File: config.mk
export PLATFORM = sky130hd
export DESIGN_NAME = debug_display_ctrl
export DESIGN_NICKNAME = d
export VERILOG_FILES = /design/src/rtl/debug_disp_pkg.sv /design/src/rtl/debug_display_ctrl_seg7_mux.sv /design/src/rtl/debug_display_ctrl.sv
export SDC_FILE = /design/constraint.sdc
export NUM_CORES = 1
export LEC_CHECK = 0
export ABC_AREA = 1
export BUFFER_PORTS_ARGS = -buffer_cell sky130_fd_sc_hd__buf_2
export CORE_MARGIN = 4
export CORE_UTILIZATION = 53
export CTS_CLUSTER_SIZE = 8
export DETAILED_ROUTE_END_ITERATION = 7
export GPL_ROUTABILITY_DRIVEN = 0
export GPL_TIMING_DRIVEN = 0
export PLACE_DENSITY = 0.8
export SETUP_SLACK_MARGIN = 0.5
export SLEW_MARGIN = 20
export SYNTH_ARGS = -nofsm -noshare
export SYNTH_HDL_FRONTEND = slang
export SYNTH_SLANG_ARGS = --single-unit
export TNS_END_PERCENT = 50
File: constraint.sdc
create_clock -name clk -period 2 [get_ports clk]
set_input_delay 0.4 -clock clk [delete_from_list [all_inputs] [get_ports clk]]
set_output_delay 0.4 -clock clk [all_outputs]
set_load 0.1 [all_outputs]
File: src/rtl/debug_disp_pkg.sv
// Shared types, sizes and the hex-to-7-segment decoder for the debug display.
package debug_disp_pkg;

    typedef enum logic [1:0] {
        IDLE,
        WRITE,
        RD_ADDR,
        RD_CAP
    } ddc_state_t;

    localparam int unsigned DISP_DEPTH  = 32;
    localparam int unsigned DISP_DIGITS = 8;
    localparam int unsigned WORD_W      = 32;
    localparam int unsigned IDX_W       = $clog2(DISP_DEPTH);
    localparam int unsigned PTR_W       = $clog2(DISP_DIGITS);

    // Active-low cathodes ordered {g,f,e,d,c,b,a}.
    function automatic logic [6:0] hex7seg(input logic [3:0] nib);
        logic [6:0] seg;
        case (nib)
            4'h0: seg = 7'h40;
            4'h1: seg = 7'h79;
            4'h2: seg = 7'h24;
            4'h3: seg = 7'h30;
            4'h4: seg = 7'h19;
            4'h5: seg = 7'h12;
            4'h6: seg = 7'h02;
            4'h7: seg = 7'h78;
            4'h8: seg = 7'h00;
            4'h9: seg = 7'h10;
            4'hA: seg = 7'h08;
            4'hB: seg = 7'h03;
            4'hC: seg = 7'h46;
            4'hD: seg = 7'h21;
            4'hE: seg = 7'h06;
            default: seg = 7'h0E;
        endcase
        return seg;
    endfunction

endpackage

File: src/rtl/debug_display_ctrl_seg7_mux.sv
// Eight-digit multiplexed 7-segment driver showing a 32-bit word as hex.
// Ports: clk, rst (sync, active-high), word (value shown),
//        seg_an (active-low one-hot anodes), seg_cat (active-low cathodes {g..a}).
module seg7_mux
    import debug_disp_pkg::*;
#(
    parameter int unsigned DIGIT_DIV = 10_000
) (
    input  logic                   clk,
    input  logic                   rst,
    input  logic [WORD_W-1:0]      word,
    output logic [DISP_DIGITS-1:0] seg_an,
    output logic [6:0]             seg_cat
);

    localparam int unsigned DCNT_W = (DIGIT_DIV > 1) ? $clog2(DIGIT_DIV) : 1;

    logic [DCNT_W-1:0] dcnt;
    logic [PTR_W-1:0]  ptr;
    logic              dwrap;

    assign dwrap = (dcnt == DCNT_W'(DIGIT_DIV - 1));

    // Digit timer, pointer rotation and registered anode/cathode drive (digit 0 = LSB nibble).
    always_ff @(posedge clk) begin
        if (rst) begin
            dcnt    <= '0;
            ptr     <= '0;
            seg_an  <= ~DISP_DIGITS'(1);
            seg_cat <= hex7seg(4'h0);
        end else begin
            dcnt    <= dwrap ? '0 : dcnt + DCNT_W'(1);
            if (dwrap) begin
                ptr <= ptr + PTR_W'(1);
            end
            seg_an  <= ~(DISP_DIGITS'(1) << ptr);
            seg_cat <= hex7seg(word[{ptr, 2'b00} +: 4]);
        end
    end

endmodule

File: src/rtl/debug_display_ctrl.sv
// Arbitrates the debug-display FIFO between MMIO writes and a periodic refresh read,
// and shows the fetched entry as hex on an 8-digit 7-segment display.
// Ports: clk, Rst (sync, active-high); wr_valid/wr_ready/wr_data (MMIO write);
//        sel_entry/auto_scan (entry selection); fifo_wea/fifo_din/fifo_addr/fifo_dout (FIFO);
//        shown_word/shown_idx (displayed entry); seg_an/seg_cat (display pins).
module debug_display_ctrl
    import debug_disp_pkg::*;
#(
    parameter int unsigned REFRESH_DIV = 100_000,
    parameter int unsigned DIGIT_DIV   = 10_000,
    parameter int unsigned SCAN_DWELL  = 200,
    parameter int unsigned STARVE_MAX  = 8
) (
    input  logic                   clk,
    input  logic                   Rst,
    input  logic                   wr_valid,
    output logic                   wr_ready,
    input  logic [WORD_W-1:0]      wr_data,
    input  logic [IDX_W-1:0]       sel_entry,
    input  logic                   auto_scan,
    output logic                   fifo_wea,
    output logic [WORD_W-1:0]      fifo_din,
    output logic [IDX_W-1:0]       fifo_addr,
    input  logic [WORD_W-1:0]      fifo_dout,
    output logic [WORD_W-1:0]      shown_word,
    output logic [IDX_W-1:0]       shown_idx,
    output logic [DISP_DIGITS-1:0] seg_an,
    output logic [6:0]             seg_cat
);

    localparam int unsigned RFSH_W   = (REFRESH_DIV > 1) ? $clog2(REFRESH_DIV) : 1;
    localparam int unsigned DWELL_W  = (SCAN_DWELL > 1) ? $clog2(SCAN_DWELL) : 1;
    localparam int unsigned STARVE_W = (STARVE_MAX > 0) ? $clog2(STARVE_MAX + 1) : 1;

    ddc_state_t          state_q, state_d;
    logic [RFSH_W-1:0]   rfsh_cnt_q;
    logic                rfsh_pend_q;
    logic                rfsh_wrap;
    logic [DWELL_W-1:0]  dwell_q;
    logic [IDX_W-1:0]    scan_idx_q;
    logic [STARVE_W-1:0] starve_q;
    logic [WORD_W-1:0]   din_q;

    assign rfsh_wrap = (rfsh_cnt_q == RFSH_W'(REFRESH_DIV - 1));

    // State register.
    always_ff @(posedge clk) begin
        if (Rst) begin
            state_q <= IDLE;
        end else begin
            state_q <= state_d;
        end
    end

    // Next state and write-side strobes; a pending refresh only pre-empts a
    // waiting write once writes have been granted STARVE_MAX times in a row.
    always_comb begin
        state_d  = state_q;
        wr_ready = 1'b0;
        fifo_wea = 1'b0;
        fifo_din = din_q;
        case (state_q)
            IDLE: begin
                if (rfsh_pend_q && (!wr_valid || starve_q == STARVE_W'(STARVE_MAX))) begin
                    state_d = RD_ADDR;
                end else if (wr_valid) begin
                    state_d = WRITE;
                end
            end
            WRITE: begin
                wr_ready = 1'b1;
                fifo_wea = 1'b1;
                fifo_din = wr_data;
                state_d  = IDLE;
            end
            RD_ADDR: state_d = RD_CAP;
            RD_CAP:  state_d = IDLE;
            default: state_d = IDLE;
        endcase
    end

    // Refresh timer, scan stepping, starvation tracking and captured display data.
    always_ff @(posedge clk) begin
        if (Rst) begin
            rfsh_cnt_q  <= '0;
            rfsh_pend_q <= 1'b0;
            dwell_q     <= '0;
            scan_idx_q  <= '0;
            starve_q    <= '0;
            din_q       <= '0;
            fifo_addr   <= '0;
            shown_word  <= '0;
            shown_idx   <= '0;
        end else begin
            rfsh_cnt_q <= rfsh_wrap ? '0 : rfsh_cnt_q + RFSH_W'(1);

            // A new wrap outranks the clear so a request landing on RD_CAP is kept.
            if (rfsh_wrap) begin
                rfsh_pend_q <= 1'b1;
            end else if (state_q == RD_CAP) begin
                rfsh_pend_q <= 1'b0;
            end

            if (rfsh_wrap && auto_scan) begin
                if (dwell_q == DWELL_W'(SCAN_DWELL - 1)) begin
                    dwell_q    <= '0;
                    scan_idx_q <= scan_idx_q + IDX_W'(1);
                end else begin
                    dwell_q <= dwell_q + DWELL_W'(1);
                end
            end

            if (state_q == WRITE && rfsh_pend_q && starve_q != STARVE_W'(STARVE_MAX)) begin
                starve_q <= starve_q + STARVE_W'(1);
            end else if (state_q == RD_CAP) begin
                starve_q <= '0;
            end

            if (state_q == WRITE) begin
                din_q <= wr_data;
            end

            // Target entry is latched as the read starts so selection changes wait for the next read.
            if (state_q == IDLE && state_d == RD_ADDR) begin
                fifo_addr <= auto_scan ? scan_idx_q : sel_entry;
            end

            if (state_q == RD_CAP) begin
                shown_word <= fifo_dout;
                shown_idx  <= fifo_addr;
            end
        end
    end

    seg7_mux #(
        .DIGIT_DIV (DIGIT_DIV)
    ) u_seg7_mux (
        .clk     (clk),
        .rst     (Rst),
        .word    (shown_word),
        .seg_an  (seg_an),
        .seg_cat (seg_cat)
    );

endmodule
## Word level (Yosys, flattened, before mapping)

Memories as Yosys holds them, arrays and structs flattened. A register that Yosys moved wholly into a read port is not among the register bits.
Index checks and enable logic that the tools add are counted.

| operators by class | value |
|---|---|
| shift-type cells | 2 |
| reductions and logical operators | 14 |
| $add $sub $neg | 6 |
| equal/unequal tests | 9 |
| bitwise logic cells | 1 |
| multiplexer cells | 11 |

Operators with widths:

| cell | count |
|---|---|
| $mux W32 | 1 |
| $shiftx A32 B6 Y4 | 1 |
| $add A17 B1 Y17 const B | 1 |
| $eq A17 B17 Y1 const B | 1 |
| $add A14 B1 Y14 const B | 1 |
| $eq A14 B14 Y1 const B | 1 |
| $add A8 B1 Y8 const B | 1 |
| $eq A8 B8 Y1 const B | 1 |
| $mux W4 | 2 |
| $mux W8 | 1 |
| $not A8 Y8 | 1 |
| $shl A1 B3 Y8 const A | 1 |
| $eq A2 B2 Y1 const B | 3 |
| $pmux W2 S3 | 1 |
| $reduce_or A2 Y1 | 3 |
| $add A5 B1 Y5 const B | 1 |
| $logic_and A1 B1 Y1 | 5 |
| $mux W5 | 1 |
| $add A4 B1 Y4 const B | 1 |
| $eq A4 B4 Y1 const B | 1 |
| $mux W2 | 2 |
| $ne A4 B4 Y1 const B | 1 |
| $reduce_bool A2 Y1 | 2 |
| $add A3 B1 Y3 const B | 1 |
| other kinds (6) | 8 |

| storage, ports and cells | value |
|---|---|
| memory bits (read-only) | 112 |
| memories | 1 |
| flip-flop bits (word level) | 136 |
| output and inout bits | 91 |

Memories:

| name | words | bits a word | rd ports | clocked after memory_dff | write ports | RTL line | text |
|---|---|---|---|---|---|---|---|
| (no name shown) | 16 | 7 | 1 | 1 | 0 | debug_disp_pkg.sv:20 | `case (nib)` |

## Depth between registers and ports, before layout

| logic depth | value |
|---|---|
| depth in word-level cells | 7 |
| depth in mapped cells | 14 |

## By module

Synthesis repeated with hierarchy kept, for this count alone.

| second synthesis, totals | value |
|---|---|
| cell total of the unflattened synthesis | 937 |
| area total of the unflattened synthesis | 6651.4 sq um |

By module, submodules not included:

| module | cells an instance | times used | area each (sq um) |
|---|---|---|---|
| debug_display_ctrl | 652 | 1 | 4759.6 |
| seg7_mux | 285 | 1 | 1891.8 |

## Worst setup path before layout

OpenSTA, ideal clock, no wires.

| timing path | value |
|---|---|
| path type | reg-to-output |
| from | reg state_q[0] |
| to | out fifo_din[22] |
| path slack | -0.497 ns |
| buffers on the path | 1 |
| arrival | 2.097 ns |
| stages on the path, launching flop included | 7 |
| cell sequence | dfxtp_1 > inv_1 > nor2_1 > clkbuf_2 > or2_2 > o21ai_0 > inv_1 |

| on the way | value |
|---|---|
| longest elaborated chain between the ends | 2 |

RTL lines:

| item | RTL line | text |
|---|---|---|
| start, declared | debug_display_ctrl.sv:35 | `ddc_state_t state_q, state_d;` |
| start signal, assigned | debug_display_ctrl.sv:51 | `state_q <= state_d;` |
| $eq A2 B1 Y1 | debug_display_ctrl.sv:62 | `case (state_q)` |
| $mux W32 | debug_display_ctrl.sv:62 |  |
| end, declared | debug_display_ctrl.sv:22 | `output logic [WORD_W-1:0] fifo_din,` |

Every way passes these cells.

## Worst setup path after layout

Ends and elaborated chain as after synthesis.

==> reports/metrics.csv <==
stage,metric,value,unit
yosys,postSynthCellCount,877,
yosys,synth_edf_count,0,
floorplanning,start_util,54.9,%
yosys,ys_warn_count,0,
layout,stdcell_count,1269,
setup_path,worstPathArrival,1880,ps
sta,hold_viol,0,
drt,vias,7585,
clock_network,htreeDepth,4,
sta,setup_violations,33,
sta,min_period,2280,ps
sta,fin_crit_sh,114,%
setup_path,path_max_fanout,6,
yosys,synth-main-ff-cell,dfxtp_1,
clock_network,cts_root_buf,clkbuf_16,
grt,grt_pass1_vias,6606,
setup_path,cpMaxStageDelayCell,dfxtp_2,
grt,grt_first_pass_wirelength,32600,µm
layout,final_nets,1203,
grt,antenna_found_initial,0,
drt,first_iter_violations,961,
setup_path,crit_chain,inv_2 > nor2_4 > inv_4 > clkbuf_8 > o21ai_4 > inv_2 > buf_12,
floorplanning,pin_count,164,
setup_path,slowest_delay,330,ps
hold_path,hp-class,in2reg,
yosys,synth_nets,967,
setup_path,critPathKind,reg2out,
clock_network,clkLatencyLatePin,430,ps
yosys,synth.most_common_cell,nand2_1,
sta,slew_violations,0,
sta,setup_tns,-6100,ps
sta,setup_slack,-280,ps
yosys,ys_types,37,
sta,fmax,0.439,GHz
yosys,synth_area_leaders,"dfxtp_1 (45%), nand2_1 (8.6%), nor2_1 (7.5%), o21ai_0 (6.5%), inv_1 (6.4%)",
layout,multiInputGateArea,3830,µm²
sta,relSlewSlack,45.3,%
setup_path,critPathTopFamily,buffers and inverters,
yosys,yosysSeqAreaShare,45.1,%
yosys,synth_top_area_share,45.1,%
setup_path,cpMostUsedCell,inv_2,
setup_path,worstSetupEndpointType,output port,
placement,port_buffers,163,
setup_path,crit_required,1600,ps
sta,rsz0062_at_grt,yes,
layout,area_delta_synth_final,61.6,%
yosys,yosys-top-cells-count,"nand2_1 (145), dfxtp_1 (143), nor2_1 (127)",
run_status,status,finished with violations,
placement,place_inst,1183,
layout,final_layout_size_suffix_gt1_share,50.8,%
drt,totalWireLength,27400,µm
clock_network,clk_pin_slew,60,ps
sta,tightest_slew,821,ps
drt,viasPerCell,5.98,
floorplanning,fp.coreArea,11600,µm²
placement,place_area,7600,µm²
floorplanning,rows,39,
clock_network,ctsHoldBuffers,0,
grt,grt-ovfl-total,0,
pwr,peakVddDrop,0.000588,V
drt,wl_per_cell,21.6,µm
floorplanning,die_area,13800,µm²
layout,nFillCells,452,
drt,drc_errors,0,
layout,seq_area,2970,µm²
setup_path,startpoint_type,flip-flop,
clock_network,cts_max_path_buffers,2,
clock_network,cts_sinks,143,
floorplanning,die_w,117,µm
yosys,synth_area_per_cell,7.24,µm²
drt,drtAntennaViolNets,0,
yosys,ys_ff_latch,143,
drt,first_pass_iters,8,
pwr,power,0.00753,W
run,cap_violations,0,
placement,hpwl,11800,µm
pwr,power_density,734,nW/µm²
grt,grt_max_degree,17,
run_status,violations,negative setup slack,
yosys,yosysTopAreaCell,dfxtp_1,
clock_network,cts_tree,yes,
setup_path,worst-path-buf-inv,5,
yosys,async_flop_share,0,%
pwr,leakage,4.48,nW
sta,skew,17.8,ps
yosys,synthesis.area,6350,µm²
clock_network,cts_buffers,17,
layout,antenna_cells,0,
floorplanning,die_y,117,µm
grt,grt_use_total,28.9,%
layout,post-route-cell-area,10300,µm²
==> cells in the final DEF (no fill, tap or decap), drive strengths merged, types with 17 or more instances in the layout <==
cell type    n
dfxtp      143
a21oi       64
nor2       133
nand2      148
or2         33
o21ai       89
buf        227
clkbuf      45
nand3       53
ha          17
inv        112
==> cell type report <==
cell class | count | share of cell area [%]
plain buffers | 33 | 2.70
clock buffers | 22 | 4.63
clock inverters | 10 | 0.854
inverters | 114 | 4.71
multi-input cells | 587 | 37.4
flip-flops and latches | 143 | 28.9
well taps | 143 | 1.74
repair buffers | 217 | 19.1
==> kinds of logic after synthesis <==
group,share of synthesized area [%]
buffers and inverters,9.03
AOI/OAI and AO/OA,13.2
adders and majority gates,3.35
and+or+nand+nor,27.4
DFF,45.1
xor gates and xnor gates,1.93
==> worst min-delay path, delay by kind of cell <==
kind	cells	cell delay, ps
compound gates	1	70
buf+inv	1	70
simple gates	1	70
==> state kept, by name, summed over array words and instances, names as in the netlist <==
register and count:
dwell_q 8, scan_idx_q 5, shown_word 32, rfsh_cnt_q 17
u_seg7_mux.ptr 3, starve_q 4, din_q 32, u_seg7_mux.dcnt 14
rfsh_pend_q 1, u_seg7_mux.seg_an 8, fifo_addr 5, state_q 2
u_seg7_mux.seg_cat 7, shown_idx 5
==> stage by stage <==
stage,utilization (%),worst slack [ps],hold slack [ps]
CTS,81.6,-139,226
detailed placement,65.7,-89.4,436
global route,88.7,-317,254
floorplan,-,214,418
global placement,65.7,-97.6,429
finish,88.7,-280,229
==> final timing paths <==
check,start,to,slack (ps),depth (start not counted)
max,state_q[0],fifo_din[22],-280,7
min reg2reg,rfsh_cnt_q[0],rfsh_cnt_q[0],440,1
min,fifo_dout[9],shown_word[9],230,3
max reg2reg,u_seg7_mux.ptr[0],u_seg7_mux.seg_cat[1],-40,10
==> per-layer routing <==
metal  global-route usage (%)  wire (µm)
met3                     6.98       2690
met5                        0          0
met1                     32.5       8990
met4                     12.3       2220
met2                     52.1      13500
==> where the power goes <==
| part | total (W) | internal [W] | switching (W) |
|---|---|---|---|
| clock | 0.00311 | 0.00182 | 0.00129 |
| combinational | 0.00151 | 0.000538 | 0.000970 |
| sequential | 0.00291 | 0.00288 | 0.0000303 |
| total | 0.00753 | 0.00524 | 0.00229 |
==> what timing repair did <==
item                                    4_1_cts  5_1_grt
gates resized for setup                     332      189
gates cloned                                  2        0
setup buffers                                29       23
endpoints found under the setup margin      168      139
pin swaps                                    34       57
Note: power is estimated with default switching activity, not from simulation.
